===== src/rtl/rv32im_pkg.sv =====
// Shared RV32M divide definitions: ALU opcodes, sequencer state encoding, operand width.
// Pure declarations, no latency; no flow control involved.
// Consumers decide backpressure; nothing here stalls.
package rv32im_pkg;

    localparam int XLEN = 32;

    localparam logic [4:0] ALUOP_DIV  = 5'b01100;
    localparam logic [4:0] ALUOP_DIVU = 5'b01101;
    localparam logic [4:0] ALUOP_REM  = 5'b01110;
    localparam logic [4:0] ALUOP_REMU = 5'b01111;

    typedef enum logic [1:0] {
        ST_IDLE = 2'd0,
        ST_BUSY = 2'd1,
        ST_FIN  = 2'd2
    } div_state_e;

    // The four divide ops share the 011 prefix; bit 0 = unsigned, bit 1 = remainder.
    function automatic logic is_div_op(input logic [4:0] op);
        return op[4:2] == ALUOP_DIV[4:2];
    endfunction

endpackage


===== src/rtl/div_step.sv =====
// One restoring divide stage: shift in next dividend bit, trial subtract, retire one quotient bit.
// Latency: purely combinational, chained RADIX_BITS deep per cycle by the sequencer.
// Backpressure: none; the sequencer only advances its registers while BUSY.
module div_step #(
    parameter int XLEN = 32
) (
    input  logic [XLEN-1:0] rem_in,
    input  logic [XLEN-1:0] quo_in,
    input  logic [XLEN-1:0] divisor,
    output logic [XLEN-1:0] rem_out,
    output logic [XLEN-1:0] quo_out
);

    logic [XLEN:0] shifted;
    logic [XLEN:0] diff;

    // quo_in doubles as the dividend shift register: its MSB feeds the remainder.
    assign shifted = {rem_in, quo_in[XLEN-1]};
    assign diff    = shifted - {1'b0, divisor};

    assign rem_out = diff[XLEN] ? shifted[XLEN-1:0] : diff[XLEN-1:0];
    assign quo_out = {quo_in[XLEN-2:0], ~diff[XLEN]};

endmodule


===== src/rtl/div_sequencer.sv =====
// RV32M DIV/DIVU/REM/REMU sequencer: restoring divide retiring RADIX_BITS quotient bits per cycle.
// Latency: issue cycle + XLEN/RADIX_BITS BUSY cycles, then one FIN cycle with done/result.
// Backpressure: stall holds the pipeline from issue until FIN. Optional macro DIV_FAST_PATH_EN.
module div_sequencer #(
    parameter int XLEN       = 32,
    parameter int RADIX_BITS = 1
) (
    input  logic            clk,
    input  logic            rst_n,
    input  logic            start,
    input  logic [4:0]      aluop,
    input  logic [XLEN-1:0] operand1,
    input  logic [XLEN-1:0] operand2,
    input  logic            flush,
    output logic [XLEN-1:0] result,
    output logic            done,
    output logic            stall
);

    import rv32im_pkg::*;

    localparam int ITER  = XLEN / RADIX_BITS;
    localparam int CNT_W = (ITER > 1) ? $clog2(ITER) : 1;
    localparam logic [CNT_W-1:0] LAST_CNT = CNT_W'(ITER - 1);

    div_state_e state, state_next;

    logic [CNT_W-1:0] count;
    logic [XLEN-1:0]  rem_q, quo_q, divisor_q, result_q;
    logic             is_rem_q, neg_quo_q, neg_rem_q;

    logic            accept, fast_case;
    logic            op_signed, sign_a, sign_b, b_zero;
    logic [XLEN-1:0] mag_a, mag_b;
    logic [XLEN-1:0] quo_fin, rem_fin, final_res;

    logic [RADIX_BITS:0][XLEN-1:0] step_rem;
    logic [RADIX_BITS:0][XLEN-1:0] step_quo;

    assign op_signed = ~aluop[0];
    assign sign_a    = op_signed & operand1[XLEN-1];
    assign sign_b    = op_signed & operand2[XLEN-1];
    assign mag_a     = sign_a ? -operand1 : operand1;
    assign mag_b     = sign_b ? -operand2 : operand2;
    assign b_zero    = (operand2 == '0);

    assign accept = start & is_div_op(aluop) & ~flush & (state != ST_BUSY);

`ifdef DIV_FAST_PATH_EN
    logic            div_ovf;
    logic [XLEN-1:0] fast_res;

    assign div_ovf   = op_signed & (operand1 == {1'b1, {(XLEN-1){1'b0}}}) & (&operand2);
    assign fast_case = b_zero | div_ovf;
    assign fast_res  = b_zero ? (aluop[1] ? operand1 : '1)
                              : (aluop[1] ? '0 : {1'b1, {(XLEN-1){1'b0}}});
`else
    assign fast_case = 1'b0;
`endif

    assign step_rem[0] = rem_q;
    assign step_quo[0] = quo_q;

    for (genvar i = 0; i < RADIX_BITS; i++) begin : g_step
        div_step #(.XLEN(XLEN)) u_step (
            .rem_in  (step_rem[i]),
            .quo_in  (step_quo[i]),
            .divisor (divisor_q),
            .rem_out (step_rem[i+1]),
            .quo_out (step_quo[i+1])
        );
    end

    assign quo_fin = step_quo[RADIX_BITS];
    assign rem_fin = step_rem[RADIX_BITS];

    // Divide by zero leaves quotient all-ones unsigned; remainder sign-fix restores a exactly.
    assign final_res = is_rem_q ? (neg_rem_q ? -rem_fin : rem_fin)
                                : (neg_quo_q ? -quo_fin : quo_fin);

    always_ff @(posedge clk or negedge rst_n) begin
        if (!rst_n) begin
            state <= ST_IDLE;
        end else begin
            state <= state_next;
        end
    end

    always_comb begin
        state_next = state;
        done       = 1'b0;
        stall      = 1'b0;
        case (state)
            ST_IDLE, ST_FIN: begin
                if (accept) begin
                    state_next = fast_case ? ST_FIN : ST_BUSY;
                end else begin
                    state_next = ST_IDLE;
                end
            end
            ST_BUSY: begin
                if (count == LAST_CNT) begin
                    state_next = ST_FIN;
                end
            end
            default: state_next = ST_IDLE;
        endcase
        if (flush) begin
            state_next = ST_IDLE;
        end
        done  = (state == ST_FIN);
        stall = accept | (state == ST_BUSY);
    end

    always_ff @(posedge clk or negedge rst_n) begin
        if (!rst_n) begin
            count     <= '0;
            rem_q     <= '0;
            quo_q     <= '0;
            divisor_q <= '0;
            result_q  <= '0;
            is_rem_q  <= 1'b0;
            neg_quo_q <= 1'b0;
            neg_rem_q <= 1'b0;
        end else begin
            // result is only non-zero during the FIN cycle
            result_q <= '0;
            if (accept) begin
                count     <= '0;
                rem_q     <= '0;
                quo_q     <= mag_a;
                divisor_q <= mag_b;
                is_rem_q  <= aluop[1];
                neg_quo_q <= (sign_a ^ sign_b) & ~b_zero;
                neg_rem_q <= sign_a;
`ifdef DIV_FAST_PATH_EN
                if (fast_case) begin
                    result_q <= fast_res;
                end
`endif
            end else if (state == ST_BUSY && !flush) begin
                rem_q <= rem_fin;
                quo_q <= quo_fin;
                count <= count + CNT_W'(1);
                if (count == LAST_CNT) begin
                    result_q <= final_res;
                end
            end
        end
    end

    assign result = result_q;

endmodule


===== config.mk =====
export PLATFORM = sky130hd
export DESIGN_NAME = div_sequencer
export DESIGN_NICKNAME = d
export VERILOG_FILES = /design/src/rtl/rv32im_pkg.sv /design/src/rtl/div_step.sv /design/src/rtl/div_sequencer.sv
export SDC_FILE = /design/constraint.sdc
export NUM_CORES = 1
export LEC_CHECK = 0
export ABC_AREA = 1
export BUFFER_PORTS_ARGS = -buffer_cell sky130_fd_sc_hd__buf_2
export CORE_ASPECT_RATIO = 0.5
export CORE_MARGIN = 3
export CORE_UTILIZATION = 60
export DETAILED_ROUTE_END_ITERATION = 10
export GPL_TIMING_DRIVEN = 0
export PLACE_DENSITY = 0.82
export SKIP_LAST_GASP = 1
export SLEW_MARGIN = 5
export SYNTH_ARGS = -nofsm -noshare
export SYNTH_HDL_FRONTEND = slang
export SYNTH_SLANG_ARGS = --single-unit
export TNS_END_PERCENT = 1

===== constraint.sdc =====
create_clock -name clk -period 4.3 [get_ports clk]
set_clock_uncertainty 0.1 [all_clocks]
set_input_delay 0.645 -clock clk [delete_from_list [all_inputs] [get_ports clk]]
set_output_delay 0.645 -clock clk [all_outputs]
set_load 0.03 [all_outputs]

---- Yosys cells after proc, flatten, opt, wreduce, memory -nomap -nowiden ----
Cells that the tools add are included.
word-level totals
  memories kept ........................... 0
  register bits ........................... 138
  RAM bits ................................ 0
  output and inout port bits .............. 34
  bits in latches ......................... 0
  input port bits ......................... 73
  logic and storage cells ................. 58
  ROM bits ................................ 0
operators by class
  equality and inequality tests ........... 6
  bitwise operators ....................... 12
  reduce and logical (&&, ||, !) cells .... 6
  divide/modulo/power cells ............... 0
  add/sub/neg operators ................... 6
  shift operators ......................... 0
  muxes and demuxes ....................... 19
  $lt $le $gt $ge ......................... 0
  $mul .................................... 0
operators with widths
  operator               number
  $mux W32               13
  $neg A32 Y32           4
  $sub A33 B32 Y33       1
  $logic_not A32 Y1      1
  $mux W5                2
  $and A1 B1 Y1          6
  $add A5 B1 Y5 const B  1
  $eq A5 B5 Y1 const B   1
  $mux W2                2
  $not A1 Y1             4
  $pmux W2 S2            1
  $eq A3 B2 Y1 const B   1
  $ne A3 B3 Y1 const B   1
  $eq A2 B1 Y1 const B   1
  $eq A2 B2 Y1 const B   1
  $logic_not A2 Y1       1
  $ne A2 B1 Y1 const B   1
  $reduce_bool A2 Y1     1
  $reduce_or A2 Y1       1
  $logic_and A1 B1 Y1    1
  $logic_not A1 Y1       1
  $mux W1                1
  $or A1 B1 Y1           1
  $xor A1 B1 Y1          1

---- Logic depth before layout (Yosys ltp) ----
  depth in word-level cells ............... 8
  mapped depth ............................ 32
  depth with buffers taken out ............ 31

---- Cells and area by module ----
Synthesis repeated with hierarchy kept, for this count alone.
unflattened totals
  cell total of the unflattened synthesis .. 2,124
  area total of the unflattened synthesis .. 12,874.8 µm²
by module, submodules not included
  module         sequential area each (µm²)  area each (µm²)  instances  cells each
  div_sequencer  3,453.3                     9,491.6          1          1,413
  div_step       0.0                         3,383.2          1          711

---- Least setup slack after synthesis ----
OpenSTA, ideal clock, no wires.
  path kind ............................... reg2reg
  start ................................... register divisor_q[0]
  end ..................................... register result_q[30] (netlist: result[30])
  clock period less this slack ............ 3.967 ns
  buffers on the path ..................... 1
  cell stages (with the launch flop) ...... 32
  setup slack ............................. 0.333 ns
  data required time ...................... 4.137 ns
  arrival time ............................ 3.804 ns
  path through ............................ dfrtp_1 > ha_1 > fa_1 > inv_1 > nand2_1 > nand2_1 > nand3_1 > nand2_1 > nand2_1 > nand2_2 > nand2_4 > nand2_4 > nand2_4 > nand2_4 > buf_4 > ha_1 > inv_1 > nor2_1 > nand2_1 > nor3_1 > nand2_1 > nor2_1 > nand2_1 > nor3_1 > a31oi_1 > nor2_1 > o21ai_0 > o21ai_0 > a21oi_1 > nor2_1 > nand2_1 > inv_1
between the ends
  word-level cells in the longest chain between the ends .. 8
ends and longest elaborated chain
  item                                           line                                      text
  start: declaration                             div_sequencer.sv:29                       logic [XLEN-1:0] rem_q, quo_q, divisor_q, result_q;
  start signal: assignment                       div_sequencer.sv:132                      divisor_q <= mag_b;
  $sub A33 B32 Y33 (*)                           div_step.sv:19                            assign diff = shifted - {1'b0, divisor};
  $mux W32 / $not A1 Y1 (equally long branches)  div_step.sv:21, div_step.sv:22
  $neg A32 Y32 (on tied branches)                div_sequencer.sv:78, div_sequencer.sv:79
  $mux W32 (on tied branches)                    div_sequencer.sv:78, div_sequencer.sv:79
  $mux W32 (*)                                   div_sequencer.sv:78                       assign final_res = is_rem_q ? (neg_rem_q ? -rem_fin : rem_fin)
  $mux W32 (*)                                   div_sequencer.sv:145                      if (count == LAST_CNT) begin
  $mux W32 (*)                                   div_sequencer.sv:141                      end else if (state == ST_BUSY && !flush) begin
  $mux W32 (*)                                   div_sequencer.sv:128                      if (accept) begin
  end signal: assignment                         div_sequencer.sv:146                      result_q <= final_res;
  end: declaration                               div_sequencer.sv:29
Every way passes the cells marked *; elsewhere a longest branch is shown, timed or not.
A chain may end at the register's enable or synchronous reset.

---- Worst setup path after layout ----
  start ................................... register divisor_q[0]
  end ..................................... register result_q[20] (netlist: result[20])
The elaborated chain is that of the path after synthesis.

==> results.md <==
* Status: finished clean
* Pre-CTS setup slack at -0.507 ns
* Clock buffer depth at 2
* Initial antenna violation count at 1
* Die H at 105 µm
* Clk sink count at 138
* Final Max Slew Viols at 0
* Pwr dens at 849 mW/mm²
* Pre-Repair DR Iteration Count at 6
* Setup TNS at 0 ns
* Mapped Area at 0.0117 mm²
* CP top delay family: simple AND/OR/NAND/NOR gates
* Final #Nets at 2066
* Tightest Pin Transition at 0.958 ns
* First-pass GRT wire length at 58600 µm
* Post-synth net total at 1933
* Worst setup margin at 0.326 ns
* Wirelength, routed at 36900 µm
* Via Count at 12485
* Min Tclk post-route at 3.97 ns
* Ports at 107
* Layout cells sized above 1 at 12.2%
* Root buf cell: clkbuf_16
* H-Tree Depth at 4
* Clk slew on worst S/H paths at 0.07 ns
* CP startpoint kind: register
* Max-cap violations at 0
* Starting density of the core at 62.4%
* Commonest non-fill, non-tap cell in the layout: nand2_1
* Yosys cell types at 55
* Worst path max stage delay at 0.42 ns
* Post-DR vias/cell at 5.61
* Crit path capture type: register
* WS Path Type: reg -> reg
* Drt wl/cell at 16.6 µm
* Seq pwr share at 17.6%
* Final GP Congestion at 0.998
* CP Data Arrival Time at 4.27 ns
* Gate power share at 69.9%
* Total chip power at 11.3 mW
* Clock network power share at 12.6%
* Synth async-reset ratio at 100%
* Internal power at 4.94 mW
* Die width at 203 µm
* Setup violators final at 0
* Yosys warns at 0
* Hpwl dp at 28600 µm
* DRC violations left at 0
* FP Rows at 35
* Vias in the first global route at 11353
* DRT iter0 DRCs at 1335
* Worst-path fanout max at 9
* Die area at 0.0213 mm²
* # port buffers at 106
* Switching power at 6.35 mW
* Final hold vios at 0
* Cells after Synth at 1821
* EDFF count, synth at 0
* Ys flop type: dfrtp_1
* Area Overhead vs Synth at 13.6%
* Total track usage at 34.8%
* Yosys reg bits at 138
* CTS tree: built
* Slew HR at 35.9%
* Synthesized area per cell at 6.42 µm²
* CP required at 4.59 ns
* Overflow after GRT at 0
* Clock latency at the later pin of the worst-skew pair at 0.45 ns
* LEAKAGE at 7.14 nW
* CP dominant cell by count: nand2_1
* Inserted Diodes at 0
* Final period util at 92.4%
* DRT antenna net count at 0
* Most frequent cells in the layout: nand2_1 (512), inv_1 (283), nor2_1 (160)
* Seq/Total Area, Yosys at 29.5%
* CP Buf/Inv Count at 4
* CP max-delay cell: dfrtp_1
* CTS buffer count at 17
* Pin count of the biggest net entering global routing at 73
* Hold Crit Class: in -> async
* Floorplan core area at 0.0187 mm²
* Switching Fraction at 56.2%
* Fmax at 252 MHz
* VDD IR max at 0.498 mV
==> final timing paths <==
path	from	endpoint	slack [ns]	depth (start not counted)
min	rst_n	divisor_q[5]	0.10	1
min in group clk	aluop[1]	is_rem_q	0.34	3
max reg2reg	divisor_q[0]	result[20]	0.33	29
max in group asynchronous	rst_n	quo_q[11]	3.19	2
max	divisor_q[0]	result[20]	0.33	29
min reg2reg	count[3]	count[3]	0.38	1
==> stage by stage <==
step / instance area (µm²) / hold slack [ns] / std cells / utilization (%)
CTS: 13200 / 0.123 / 2221 / 70.4
global route: 13300 / 0.157 / 2226 / 70.9
finish: 13300 / 0.102 / 2226 / 70.9
detailed placement: 12600 / 0.367 / 2187 / 67.1
global placement: 12600 / 0.357 / 2186 / 67.0
floorplan: 11700 / 0.249 / 1821 / -
==> sequential cells by signal (all words and copies together) (netlist names) <==
signal,cells
count,5
divisor_q,32
is_rem_q,1
neg_quo_q,1
neg_rem_q,1
quo_q,32
rem_q,32
result,32
state,2
==> cells by family (layout without fill, tap and decap cells) <==
family / after synthesis / count (layout) / synth area share [%]
simple gates: 961 / 961 / 35.9
buf+inv: 345 / 491 / 11.6
compound gates: 285 / 285 / 14.8
flops: 138 / 138 / 29.5
xor+xnor: 53 / 53 / 3.97
fa+ha+maj: 39 / 39 / 4.24
==> repair_timing <==
| item | in CTS | in global routing |
|---|---|---|
| buffers inserted | 3 | 5 |
| pin swaps | 3 | 5 |
| gates resized for setup | 7 | 18 |
| endpoints found under the setup margin | 8 | 10 |
| cloned | 0 | 0 |
| hold buffers | 0 | 0 |
==> cell usage after synthesis, types with 2 or more instances <==
cell type / instances / area share (%)
nand2_1: 516 / 17
buf_4: 3 / 0.19
inv_1: 284 / 9.1
nand3b_1: 10 / 0.64
o22ai_1: 34 / 1.8
nor2_1: 164 / 5.3
o21a_1: 2 / 0.13
nand2_4: 9 / 0.87
and2_1: 3 / 0.16
o21ai_2: 4 / 0.30
xnor2_1: 24 / 1.8
buf_8: 2 / 0.26
nand3_4: 2 / 0.30
inv_2: 4 / 0.13
o21ai_0: 100 / 4.3
ha_1: 38 / 4.1
xor2_1: 29 / 2.2
nand3_2: 2 / 0.17
nand2_2: 23 / 1.2
a22o_1: 2 / 0.15
buf_6: 3 / 0.29
nand3_1: 152 / 6.5
o311ai_0: 2 / 0.15
nor3_1: 30 / 1.3
o21ai_1: 3 / 0.13
a21oi_1: 72 / 3.1
dfrtp_1: 138 / 30
o221ai_1: 29 / 2.2
nor4_1: 11 / 0.59
a21oi_4: 3 / 0.42
o21bai_1: 8 / 0.51
and3_1: 2 / 0.11
a21o_1: 3 / 0.19
nor2_2: 7 / 0.37
buf_2: 2 / 0.086
a22oi_1: 2 / 0.13
clkinv_1: 3 / 0.096
clkbuf_1: 40 / 1.3
o211ai_1: 11 / 0.71
a31oi_1: 3 / 0.16
nand4_1: 17 / 0.91
buf_1: 4 / 0.13
o41ai_1: 2 / 0.15
or2_2: 8 / 0.43
==> cell type report <==
type	count	area, µm²
plain buffers	53	254
fillers	1669	5460
repair buffers	115	624
clock buffers	17	425
well taps	259	324
inverters	291	1090
flip-flops and latches	138	3450
clock inverters	15	136
multi-input cells	1338	6970
==> power by group through the flow <==
| stage | logic (mW) | clock network (mW) | registers [mW] |
|---|---|---|---|
| after floorplan | 5.78 | 0 | 1.83 |
| after global placement | 7.34 | 0 | 1.95 |
| after detailed placement | 7.44 | 0 | 1.96 |
| after CTS | 7.56 | 1.42 | 1.94 |
| after global routing | 8.77 | 1.48 | 2.01 |
| final | 7.88 | 1.42 | 1.98 |
==> per-layer routing <==
layer | up-vias | global-route usage (%) | routed length, µm
li1 | 6176 | - | -
met1 | 5615 | 49.4 | 16400
met2 | 593 | 53.2 | 15800
met3 | 101 | 7.25 | 3590
met4 | 0 | 11.2 | 1120
met5 | - | 0 | 0
Note: power is estimated with default switching activity, not from simulation.
